**config.mk**
```make
export PLATFORM = sky130hd
export DESIGN_NAME = mmio_uart_tx_flat
export DESIGN_NICKNAME = d
export VERILOG_FILES = /design/src/rtl/uart_pkg.sv /design/src/rtl/mmio_uart_tx_if.sv /design/src/rtl/sync_fifo.sv /design/src/rtl/mmio_uart_tx.sv /design/src/flat_wrapper.sv
export SDC_FILE = /design/constraint.sdc
export NUM_CORES = 1
export LEC_CHECK = 0
export ABC_AREA = 1
export BUFFER_PORTS_ARGS = -buffer_cell sky130_fd_sc_hd__buf_2
export CAP_MARGIN = 20
export CORE_UTILIZATION = 49
export CTS_CLUSTER_SIZE = 14
export DETAILED_ROUTE_END_ITERATION = 8
export PLACE_DENSITY = 0.73
export REMOVE_ABC_BUFFERS = 1
export SYNTH_ARGS = -nofsm -noshare
export SYNTH_HDL_FRONTEND = slang
export SYNTH_SLANG_ARGS = --single-unit
```
**constraint.sdc**
```tcl
create_clock -name clk_i -period 1.9 [get_ports clk_i]
set_input_delay 0.19 -clock clk_i [delete_from_list [all_inputs] [get_ports clk_i]]
set_output_delay 0.19 -clock clk_i [all_outputs]
set_load 0.01 [all_outputs]
```
**src/rtl/uart_pkg.sv**
```systemverilog
// Shared state encoding, register offsets and STATUS layout for the UART
// transmitter (and a future receiver).
package uart_pkg;

  typedef enum logic [1:0] {
    ST_IDLE  = 2'd0,
    ST_START = 2'd1,
    ST_DATA  = 2'd2,
    ST_STOP  = 2'd3
  } tx_state_e;

  localparam logic [31:0] DATA_OFS   = 32'd0;
  localparam logic [31:0] STATUS_OFS = 32'd4;

  localparam int STAT_FULL    = 0;
  localparam int STAT_EMPTY   = 1;
  localparam int STAT_BUSY    = 2;
  localparam int STAT_OVF     = 3;
  localparam int STAT_OCC_LSB = 4;

  function automatic logic [3:0] occ_sat(input int unsigned n);
    return (n > 15) ? 4'hF : 4'(n);
  endfunction

endpackage

```
**src/rtl/mmio_uart_tx_if.sv**
```systemverilog
// Core store-path view of the UART: byte enables, ALU address, rs2 data and
// the registered STATUS read-back.
interface mmio_uart_tx_if;
  logic [3:0]  we;
  logic [31:0] addr;
  logic [31:0] wdata;
  logic [31:0] rdata;

  modport master (output we, addr, wdata, input rdata);
  modport slave  (input we, addr, wdata, output rdata);
endinterface

```
**src/rtl/sync_fifo.sv**
```systemverilog
// Single-clock FIFO; a push while full is accepted only when a pop frees the
// slot in the same cycle.
module sync_fifo #(
  parameter int WIDTH = 8,
  parameter int DEPTH = 8
) (
  input  logic                   clk_i,
  input  logic                   rst_i,
  input  logic                   push_i,
  input  logic                   pop_i,
  input  logic [WIDTH-1:0]       din_i,
  output logic [WIDTH-1:0]       dout_o,
  output logic                   full_o,
  output logic                   empty_o,
  output logic [$clog2(DEPTH):0] count_o
);
  localparam int AW = $clog2(DEPTH);

  logic [WIDTH-1:0] mem_q [DEPTH];
  logic [AW-1:0]    wr_ptr_q, rd_ptr_q;
  logic [AW:0]      count_q;
  logic             do_push, do_pop;

  assign full_o  = (count_q == (AW+1)'(DEPTH));
  assign empty_o = (count_q == '0);
  assign do_pop  = pop_i && !empty_o;
  assign do_push = push_i && (!full_o || do_pop);

  always_ff @(posedge clk_i) begin
    if (rst_i) begin
      wr_ptr_q <= '0;
      rd_ptr_q <= '0;
      count_q  <= '0;
    end else begin
      if (do_push) wr_ptr_q <= wr_ptr_q + 1'b1;
      if (do_pop)  rd_ptr_q <= rd_ptr_q + 1'b1;
      case ({do_push, do_pop})
        2'b10:   count_q <= count_q + 1'b1;
        2'b01:   count_q <= count_q - 1'b1;
        default: count_q <= count_q;
      endcase
    end
  end

  always_ff @(posedge clk_i) begin
    if (do_push) mem_q[wr_ptr_q] <= din_i;
  end

  assign dout_o  = mem_q[rd_ptr_q];
  assign count_o = count_q;
endmodule

```
**src/rtl/mmio_uart_tx.sv**
```systemverilog
// Memory-mapped 8N1 UART transmitter: DATA write pushes a byte into the FIFO,
// STATUS reads back FIFO/FSM state and clears sticky overflow on write.
module mmio_uart_tx
  import uart_pkg::*;
#(
  parameter int          CLKS_PER_BIT = 868,
  parameter logic [31:0] BASE_ADDR    = 32'h0000_4004,
  parameter int          FIFO_DEPTH   = 8
) (
  input  logic           clk_i,
  input  logic           rst_i,
  mmio_uart_tx_if.slave  bus,
  output logic           tx_o,
  output logic           irq_o
);
  localparam int CW = (CLKS_PER_BIT > 1) ? $clog2(CLKS_PER_BIT) : 1;
  localparam logic [CW-1:0] CNT_LAST = CW'(CLKS_PER_BIT - 1);
  localparam int OW = $clog2(FIFO_DEPTH) + 1;

  logic          wr_any, hit_data, hit_status, push, pop;
  logic          fifo_full, fifo_empty;
  logic [7:0]    fifo_dout;
  logic [OW-1:0] fifo_count;
  logic          ovf_q, ovf_d;
  logic [31:0]   status, rdata_q;
  tx_state_e     state_q, state_d;
  logic [CW-1:0] cnt_q, cnt_d;
  logic [2:0]    idx_q, idx_d;
  logic [7:0]    shift_q, shift_d;
  logic          tx_q, tx_d;
  logic          tc;
  logic          unused_wdata;

  assign wr_any       = |bus.we;
  assign hit_data     = (bus.addr == BASE_ADDR + DATA_OFS);
  assign hit_status   = (bus.addr == BASE_ADDR + STATUS_OFS);
  assign push         = wr_any && hit_data && bus.we[0];
  assign unused_wdata = ^bus.wdata[31:8];

  sync_fifo #(.WIDTH(8), .DEPTH(FIFO_DEPTH)) u_fifo (
    .clk_i   (clk_i),
    .rst_i   (rst_i),
    .push_i  (push),
    .pop_i   (pop),
    .din_i   (bus.wdata[7:0]),
    .dout_o  (fifo_dout),
    .full_o  (fifo_full),
    .empty_o (fifo_empty),
    .count_o (fifo_count)
  );

  // A push into a full FIFO is lost only if the transmitter is not draining it this cycle.
  always_comb begin
    ovf_d = ovf_q;
    if (wr_any && hit_status && bus.wdata[STAT_OVF]) ovf_d = 1'b0;
    if (push && fifo_full && !pop)                   ovf_d = 1'b1;
  end

  always_comb begin
    status                       = '0;
    status[STAT_FULL]            = fifo_full;
    status[STAT_EMPTY]           = fifo_empty;
    status[STAT_BUSY]            = (state_q != ST_IDLE);
    status[STAT_OVF]             = ovf_q;
    status[STAT_OCC_LSB +: 4]    = occ_sat(32'(fifo_count));
  end

  always_ff @(posedge clk_i) begin
    if (rst_i) begin
      ovf_q   <= 1'b0;
      rdata_q <= '0;
    end else begin
      ovf_q   <= ovf_d;
      rdata_q <= hit_status ? status : 32'd0;
    end
  end

  always_ff @(posedge clk_i) begin
    if (rst_i) begin
      state_q <= ST_IDLE;
      cnt_q   <= '0;
      idx_q   <= '0;
      shift_q <= '0;
      tx_q    <= 1'b1;
    end else begin
      state_q <= state_d;
      cnt_q   <= cnt_d;
      idx_q   <= idx_d;
      shift_q <= shift_d;
      tx_q    <= tx_d;
    end
  end

  assign tc = (cnt_q == CNT_LAST);

  always_comb begin
    state_d = state_q;
    cnt_d   = cnt_q + 1'b1;
    idx_d   = idx_q;
    shift_d = shift_q;
    case (state_q)
      ST_IDLE: begin
        cnt_d = '0;
        if (!fifo_empty) begin
          state_d = ST_START;
          shift_d = fifo_dout;
        end
      end
      ST_START: if (tc) begin
        state_d = ST_DATA;
        cnt_d   = '0;
        idx_d   = '0;
      end
      ST_DATA: if (tc) begin
        cnt_d = '0;
        idx_d = idx_q + 1'b1;
        if (idx_q == 3'd7) state_d = ST_STOP;
      end
      ST_STOP: if (tc) begin
        state_d = ST_IDLE;
        cnt_d   = '0;
      end
      default: begin
        state_d = ST_IDLE;
        cnt_d   = '0;
      end
    endcase
  end

  // tx is computed from the next state so the registered line lines up with state_q.
  always_comb begin
    pop = (state_q == ST_IDLE) && !fifo_empty;
    case (state_d)
      ST_START: tx_d = 1'b0;
      ST_DATA:  tx_d = shift_q[idx_d];
      default:  tx_d = 1'b1;
    endcase
  end

  assign bus.rdata = rdata_q;
  assign tx_o      = tx_q;
  assign irq_o     = fifo_empty && (state_q == ST_IDLE);
endmodule
```
**src/flat_wrapper.sv**
```systemverilog
// flat-port wrapper written by rule: the top's interface ports become plain ports
module mmio_uart_tx_flat import uart_pkg::*;
#(
  parameter int          CLKS_PER_BIT = 868,
  parameter logic [31:0] BASE_ADDR    = 32'h0000_4004,
  parameter int          FIFO_DEPTH   = 8
)
  (clk_i, rst_i, tx_o, irq_o, bus_we, bus_addr, bus_wdata, bus_rdata);
  mmio_uart_tx_if bus_i ();
  input  logic clk_i;
  input  logic rst_i;
  output logic tx_o;
  output logic irq_o;
  input wire logic [$bits(bus_i.we)-1:0] bus_we;
  input wire logic [$bits(bus_i.addr)-1:0] bus_addr;
  input wire logic [$bits(bus_i.wdata)-1:0] bus_wdata;
  output wire logic [$bits(bus_i.rdata)-1:0] bus_rdata;
  assign bus_i.we = bus_we;
  assign bus_i.addr = bus_addr;
  assign bus_i.wdata = bus_wdata;
  assign bus_rdata = bus_i.rdata;
  mmio_uart_tx #(.CLKS_PER_BIT(CLKS_PER_BIT), .BASE_ADDR(BASE_ADDR), .FIFO_DEPTH(FIFO_DEPTH)) u_core (.clk_i(clk_i), .rst_i(rst_i), .bus(bus_i), .tx_o(tx_o), .irq_o(irq_o));
endmodule
```
== Word level (Yosys, flattened, before mapping) ==
Memory sizes are Yosys's and may differ from the RTL's. A register that Yosys moved wholly into a read port is not among the register bits.
Cells that the tools add are included.

* Memories: 1
* Output and inout bits: 34
* Word-level logic and storage cells: 74
* Bits of input ports: 70
* Bits in registers: 59
* RAM bits: 64

* Order comparisons: 1
* Equality and inequality tests: 12
* Bitwise operators: 2
* Multiplexer cells: 19
* Reductions and logical operators: 23
* Add/sub/neg operators: 6

{| class="wikitable"
|+ Memories
! name !! words !! width !! read ports !! clocked after memory_dff !! write ports !! line !! text
|-
| u_core.u_fifo.mem_q || 8 || 8 || 1 || 1 || 1 || sync_fifo.sv:19 || <nowiki>logic [WIDTH-1:0] mem_q [DEPTH];</nowiki>
|}

{| class="wikitable"
|+ Operators by type and width
! kind !! number
|-
| $eq A32 B15 Y1 const B || 2
|-
| $pmux W10 S2 || 1
|-
| $add A10 B1 Y10 const B || 1
|-
| $eq A10 B10 Y1 const B || 1
|-
| $logic_and A1 B1 Y1 || 10
|-
| $mux W10 || 1
|-
| $mux W2 || 5
|-
| $add A3 B1 Y3 const B || 3
|-
| $eq A2 B2 Y1 const B || 4
|-
| $pmux W2 S4 || 1
|-
| $pmux W4 S2 || 1
|-
| $eq A2 B1 Y1 const B || 3
|-
| $mux W3 || 2
|-
| $pmux W3 S2 || 1
|-
| $reduce_bool A2 Y1 || 3
|-
| $mux W1 || 5
|-
| $add A4 B1 Y4 const B || 1
|-
| $eq A4 B4 Y1 const B || 1
|-
| $logic_not A4 Y1 || 1
|-
| $lt A3 B4 Y1 const B || 1
|-
| $reduce_or A4 Y1 || 1
|-
| $sub A4 B1 Y4 const B || 1
|-
| $bmux W1 S3 || 1
|-
| $eq A3 B3 Y1 const B || 1
|-
| 8 further kinds || 11
|}

== Depth between registers and ports, before layout ==
* Depth in word-level cells: 8
* Mapped depth: 17
* Depth with buffers taken out: 17

== Hierarchy ==
From an unflattened synthesis, not the netlist that was laid out.

* Cell total of the unflattened synthesis: 528
* Area, all modules: 5094.9 um^2

{| class="wikitable"
|+ Modules (own cells, without submodules)
! module !! cells each !! seq. area each (um^2) !! times used !! area each (um^2)
|-
| sync_fifo || 260 || 2182.1 || 1 || 3216.8
|-
| mmio_uart_tx || 268 || 660.6 || 1 || 1878.1
|}

== Worst setup path after synthesis ==
Ideal clock, no wire load.

* Path kind: register -> register
* From: register u_core.state_q[1]
* To: memory u_core.u_fifo.mem_q[3][0], enable pin
* Period minus slack after synthesis: 2.077 ns
* Slack: -0.177 ns
* Arrival time: 1.694 ns
* Path buffers: 0
* Stages on the path, launching flop included: 9
* Setup time: 0.383 ns
* Data required time: 1.517 ns
* Cells stage by stage: dfxtp_1 inv_1 ha_1 inv_1 nand2_1 inv_1 nor2_8 nand2_1 nor3_1

* Cells in the longest elaborated chain, start to end: 7

{| class="wikitable"
|+ Ends and longest elaborated chain
! item !! line !! text
|-
| start, declared || mmio_uart_tx.sv:26 || <nowiki>tx_state_e state_q, state_d;</nowiki>
|-
| start signal, assigned || mmio_uart_tx.sv:86 || <nowiki>state_q <= state_d;</nowiki>
|-
| $logic_not A2 Y1 || mmio_uart_tx.sv:132 || <nowiki>pop = (state_q == ST_IDLE) && !fifo_empty;</nowiki>
|-
| $logic_and A1 B1 Y1 || mmio_uart_tx.sv:132 ||
|-
| $logic_and A1 B1 Y1 || sync_fifo.sv:26 || <nowiki>assign do_pop = pop_i && !empty_o;</nowiki>
|-
| $logic_or A1 B1 Y1 || sync_fifo.sv:27 || <nowiki>assign do_push = push_i && (!full_o || do_pop);</nowiki>
|-
| $logic_and A1 B1 Y1 || sync_fifo.sv:27 ||
|-
| $mux W1 || sync_fifo.sv:46 || <nowiki>if (do_push) mem_q[wr_ptr_q] <= din_i;</nowiki>
|-
| $mux W1 (not written as such) || sync_fifo.sv:46 ||
|-
| end, declared || sync_fifo.sv:19 ||
|}

No other way between the ends.

== Worst setup path in the final report ==
* From: register u_core.cnt_q[0]
* To: register u_core.tx_q, in the netlist u_core.tx_o

* Cells in the longest elaborated chain, start to end: 6
* Elaborated cells between the ends (all ways): 13
* Classes of those cells: 3 x eq/ne; 10 x mux

{| class="wikitable"
|+ Ends and longest elaborated chain
! item !! line !! text
|-
| start, declared || mmio_uart_tx.sv:27 || <nowiki>logic [CW-1:0] cnt_q, cnt_d;</nowiki>
|-
| start signal, assigned || mmio_uart_tx.sv:87 || <nowiki>cnt_q <= cnt_d;</nowiki>
|-
| $eq A10 B10 Y1 * || mmio_uart_tx.sv:94 || <nowiki>assign tc = (cnt_q == CNT_LAST);</nowiki>
|-
| $mux W3, on equally long branches || mmio_uart_tx.sv:114, mmio_uart_tx.sv:109 ||
|-
| $pmux W3 S2 || mmio_uart_tx.sv:101 || <nowiki>case (state_q)</nowiki>
|-
| $bmux W1 S3 || mmio_uart_tx.sv:135 || <nowiki>ST_DATA: tx_d = shift_q[idx_d];</nowiki>
|-
| $mux W1 (not written as such) || mmio_uart_tx.sv:135 ||
|-
| $pmux W1 S2 * || mmio_uart_tx.sv:133 || <nowiki>case (state_d)</nowiki>
|-
| end signal, assigned || mmio_uart_tx.sv:90 || <nowiki>tx_q <= tx_d;</nowiki>
|-
| end, declared || mmio_uart_tx.sv:30 || <nowiki>logic tx_q, tx_d;</nowiki>
|}

Every way passes the cells marked *; elsewhere a longest branch is shown, timed or not. The select of a mux whose other input is x is not followed.
A chain may end at the register's enable or synchronous reset.

==> summary.md <==
| Metric | Value |
|---|---|
| Number of H-tree levels | 3 |
| Diodes inserted | 0 |
| Cell count after synthesis | 496 |
| Cell with the most instances after synthesis | nor2_1 |
| I/O pin total | 104 |
| Reg2reg setup slack | 0.02 ns |
| Post-synthesis mux area share | 1.644% |
| Synth area leaders | edfxtp_1 39%, dfxtp_1 18%, nor2_1 5.7% |
| Final Cycle Share | 98.74% |
| Area grow syn2layout | 20.83% |
| Worst path arrival time | 2.15 ns |
| Hpwl dp | 6569 um |
| GP Congestion | 0.7981 |
| CP required | 2.18 ns |
| Cell accounting for the most synthesized area | edfxtp_1 |
| Worst slack, placed | -0.1116 ns |
| First-pass GRT wire length | 16,060 um |
| Worst setup EP type | flop |
| Fin crit period | 1.876 ns |
| Die width | roughly 100 um |
| Clk Latency, worst-skew pair | 0.38 ns |
| GR Overflow Total | 0 |
| Async SR Flop Fraction | 0% |
| #FFs+latches synth | 107 |
| Clock skew | 0.01295 ns |
| CTS Buf Count | 9 |
| Setup crit start kind | flop |
| Post-Synth Simple-Gate Area | 18.82% |
| Hold Vio Cnt, Final | 0 |
| Core Footprint | 9684 um^2 |
| Synth Cell Area | a little under 5000 um^2 |
| Largest net degree at the start of global routing | 35 |
| Vias per Instance | ~5.1 |
| Input/output buffers | 55 |
| Vias post-DR | around 3,800 |
| Vias in the first global route | between 3,000 and 4,000 |
| Crit-path cells | ha_4 > nand2_4 > nor2_4 > nand2_2 > ha_4 > inv_2 > nand2_2 > nand3_4 > buf_6 > nand3_1 > nand2_1 > inv_1 > nand2_1 > nand3_1 > nand3_1 > nand2_1 > inv_1 |
| DIE HEIGHT | 101.7 um |
| Max-slew violations | 0 |
| F_max | 533.0 MHz |
| Ys flop type | edfxtp_1 |
| Routed WL per cell | ~13 um |
| Worst setup path class | reg -> reg |
| 1st-iter DRT viols | 171 |
| Unique cell type count in the Yosys netlist | 39 |
| Status | complete, no violations |
| Max_cap viols | 0 |
| Synth top area share | 39.45% |
| CTS Root Cell | clkbuf_8 |
| Setup TNS | 0 ns |
| Synth Area in Compound Gates | 9.425% |
| Setup WS post-layout | roughly 0.024 ns |
| Final setup vio count | 0 |
| Sequential area share after synthesis | 57.11% |
| Unrepaired setup endpoints after global routing | true |
| # clock sinks | 107 |
| Post-synth top cells | 74 x nor2_1, 67 x nand2_1, 64 x edfxtp_1 |
| WL final | around 10000 um |
| Worst-case clock buffer depth | 2 |
| Fraction of layout cells with a size suffix above 1 | 27.03% |
| Post-synth EDFFs | 64 |
| CP max-delay cell | dfxtp_2 |
| Antenna violations before repair | 0 |
| Overall power | between 6 and 7 mW |
| Avg Inst Size Synth | 9.823 um^2 |
| Finished Cell Area | about 6000 um^2 |
| Tot GR Track Use | 20.26% |
| Post-Synth Adder-Cell Area | 3.749% |
| Placed Area | between 5000 and 6000 um^2 |
| Worst VDD drop | ~0.00066 V |
| Largest stage delay, worst path | 0.37 ns |
| Std cell rows | 36 |
| Leak pwr | 2.370 nW |
| DRC Markers | 0 |
| XOR/XNOR Fraction of Synth Area | 0.5393% |
| Finished Core Util | 60.79% |
| Nets | 682 |
| PwrDens | 1167 nW/um^2 |
| Largest family of logic cells by synthesized area | simple AND/OR/NAND/NOR gates |
| Drt pass-1 iters | 4 |
| Worst-path clk slew | about 0.11 ns |
| Synthesis warning total | 0 |
| Routed Antenna Nets | 0 |
| Die ar. | around 10,000 um^2 |
| Initial Util | 50.31% |
| TritonCTS clock tree | built |
| Worst hold path class | in -> reg |
| Critical path peak fanout | 2 |
==> flip-flops by register name, summed over array words and instances (netlist names) <==
register / flops
u_core.u_fifo.mem_q: 64
u_core.cnt_q: 10
u_core.bus.rdata: 8
u_core.shift_q: 8
u_core.u_fifo.count_o: 4
u_core.idx_q: 3
u_core.u_fifo.rd_ptr_q: 3
u_core.u_fifo.wr_ptr_q: 3
u_core.state_q: 2
u_core.ovf_q: 1
u_core.tx_o: 1
==> cell usage in the layout (no fill, tap or decap), drive strengths merged, types with 23 or more instances in the layout <==
cell type  Yosys  routed
o21ai         24      24
dfxtp         43      43
buf           31     107
nand3         27      27
nand2         72      72
edfxtp        64      64
nor2          78      78
a21oi         23      23
inv           43      46
conb           1      24
==> critical path, delay by kind of cell, from the launching register on <==
| family | cells | cell delay (ns) |
|---|---|---|
| adder cells (fa/ha/maj) | 2 | 0.42 |
| buffers and inverters | 4 | 0.25 |
| flip-flops | 1 | 0.37 |
| AND/OR/NAND/NOR | 11 | 0.74 |
==> per-layer routing <==
layer,global-route usage (%),wire (um),vias to the layer above
met5,0,0,-
met3,3.244,380,13
met2,36.80,5022,85
met1,23.95,4202,1796
li1,-,-,1856
met4,7.804,131,0
==> final cells by class <==
class / instances / area (um^2)
tap: 133 / 166.4
inverter: 45 / 171.4
timing repair buffer: 107 / 681.9
clock buffer: 10 / 127.6
sequential: 107 / 2793
fill: 806 / 3797
clock inverter: 6 / 58.81
multi-input combinational: 328 / 1888
==> cell families (layout without fill, tap and decap cells) <==
family                     Yosys count  count (layout)
AOI/OAI and AO/OA                   73              73
xor gates and xnor gates             3               3
adders and majority gates           14              14
buffers and inverters               84             168
DFF                                107             107
muxes                                8               8
other                                1              24
and+or+nand+nor                    206             206
==> worst paths after layout <==
path / start / end / cells after the start
worst max register to register: u_core.cnt_q[0] / u_core.tx_o / 17
worst min-delay path: bus_wdata[0] / u_core.u_fifo.mem_q[0][0] / 1
worst min register to register: u_core.ovf_q / u_core.bus.rdata[3] / 2
worst max-delay path: u_core.cnt_q[0] / u_core.tx_o / 17
==> report_power, final <==
group	internal, mW	switching, mW
sequential	2.65	0.127
clock	0.507	0.810
combinational	1.17	1.61
total	4.33	2.54
==> stage by stage <==
step	hold WS [ns]	instances
2_1_floorplan	0.2524	480
3_3_place_gp	0.4180	711
3_5_place_dp	0.4254	711
4_1_cts	0.05696	731
5_1_grt	0.06595	736
6_report	0.06840	736
==> timing repair <==
item | CTS | global route
setup buffers | 4 | 5
pin swaps | 6 | 21
setup endpoints to repair | 2 | 67
hold buffers | 0 | 0
gates resized for setup | 13 | 24
hold endpoints to repair | 0 | 0
Note: power is estimated with default switching activity, not from simulation.
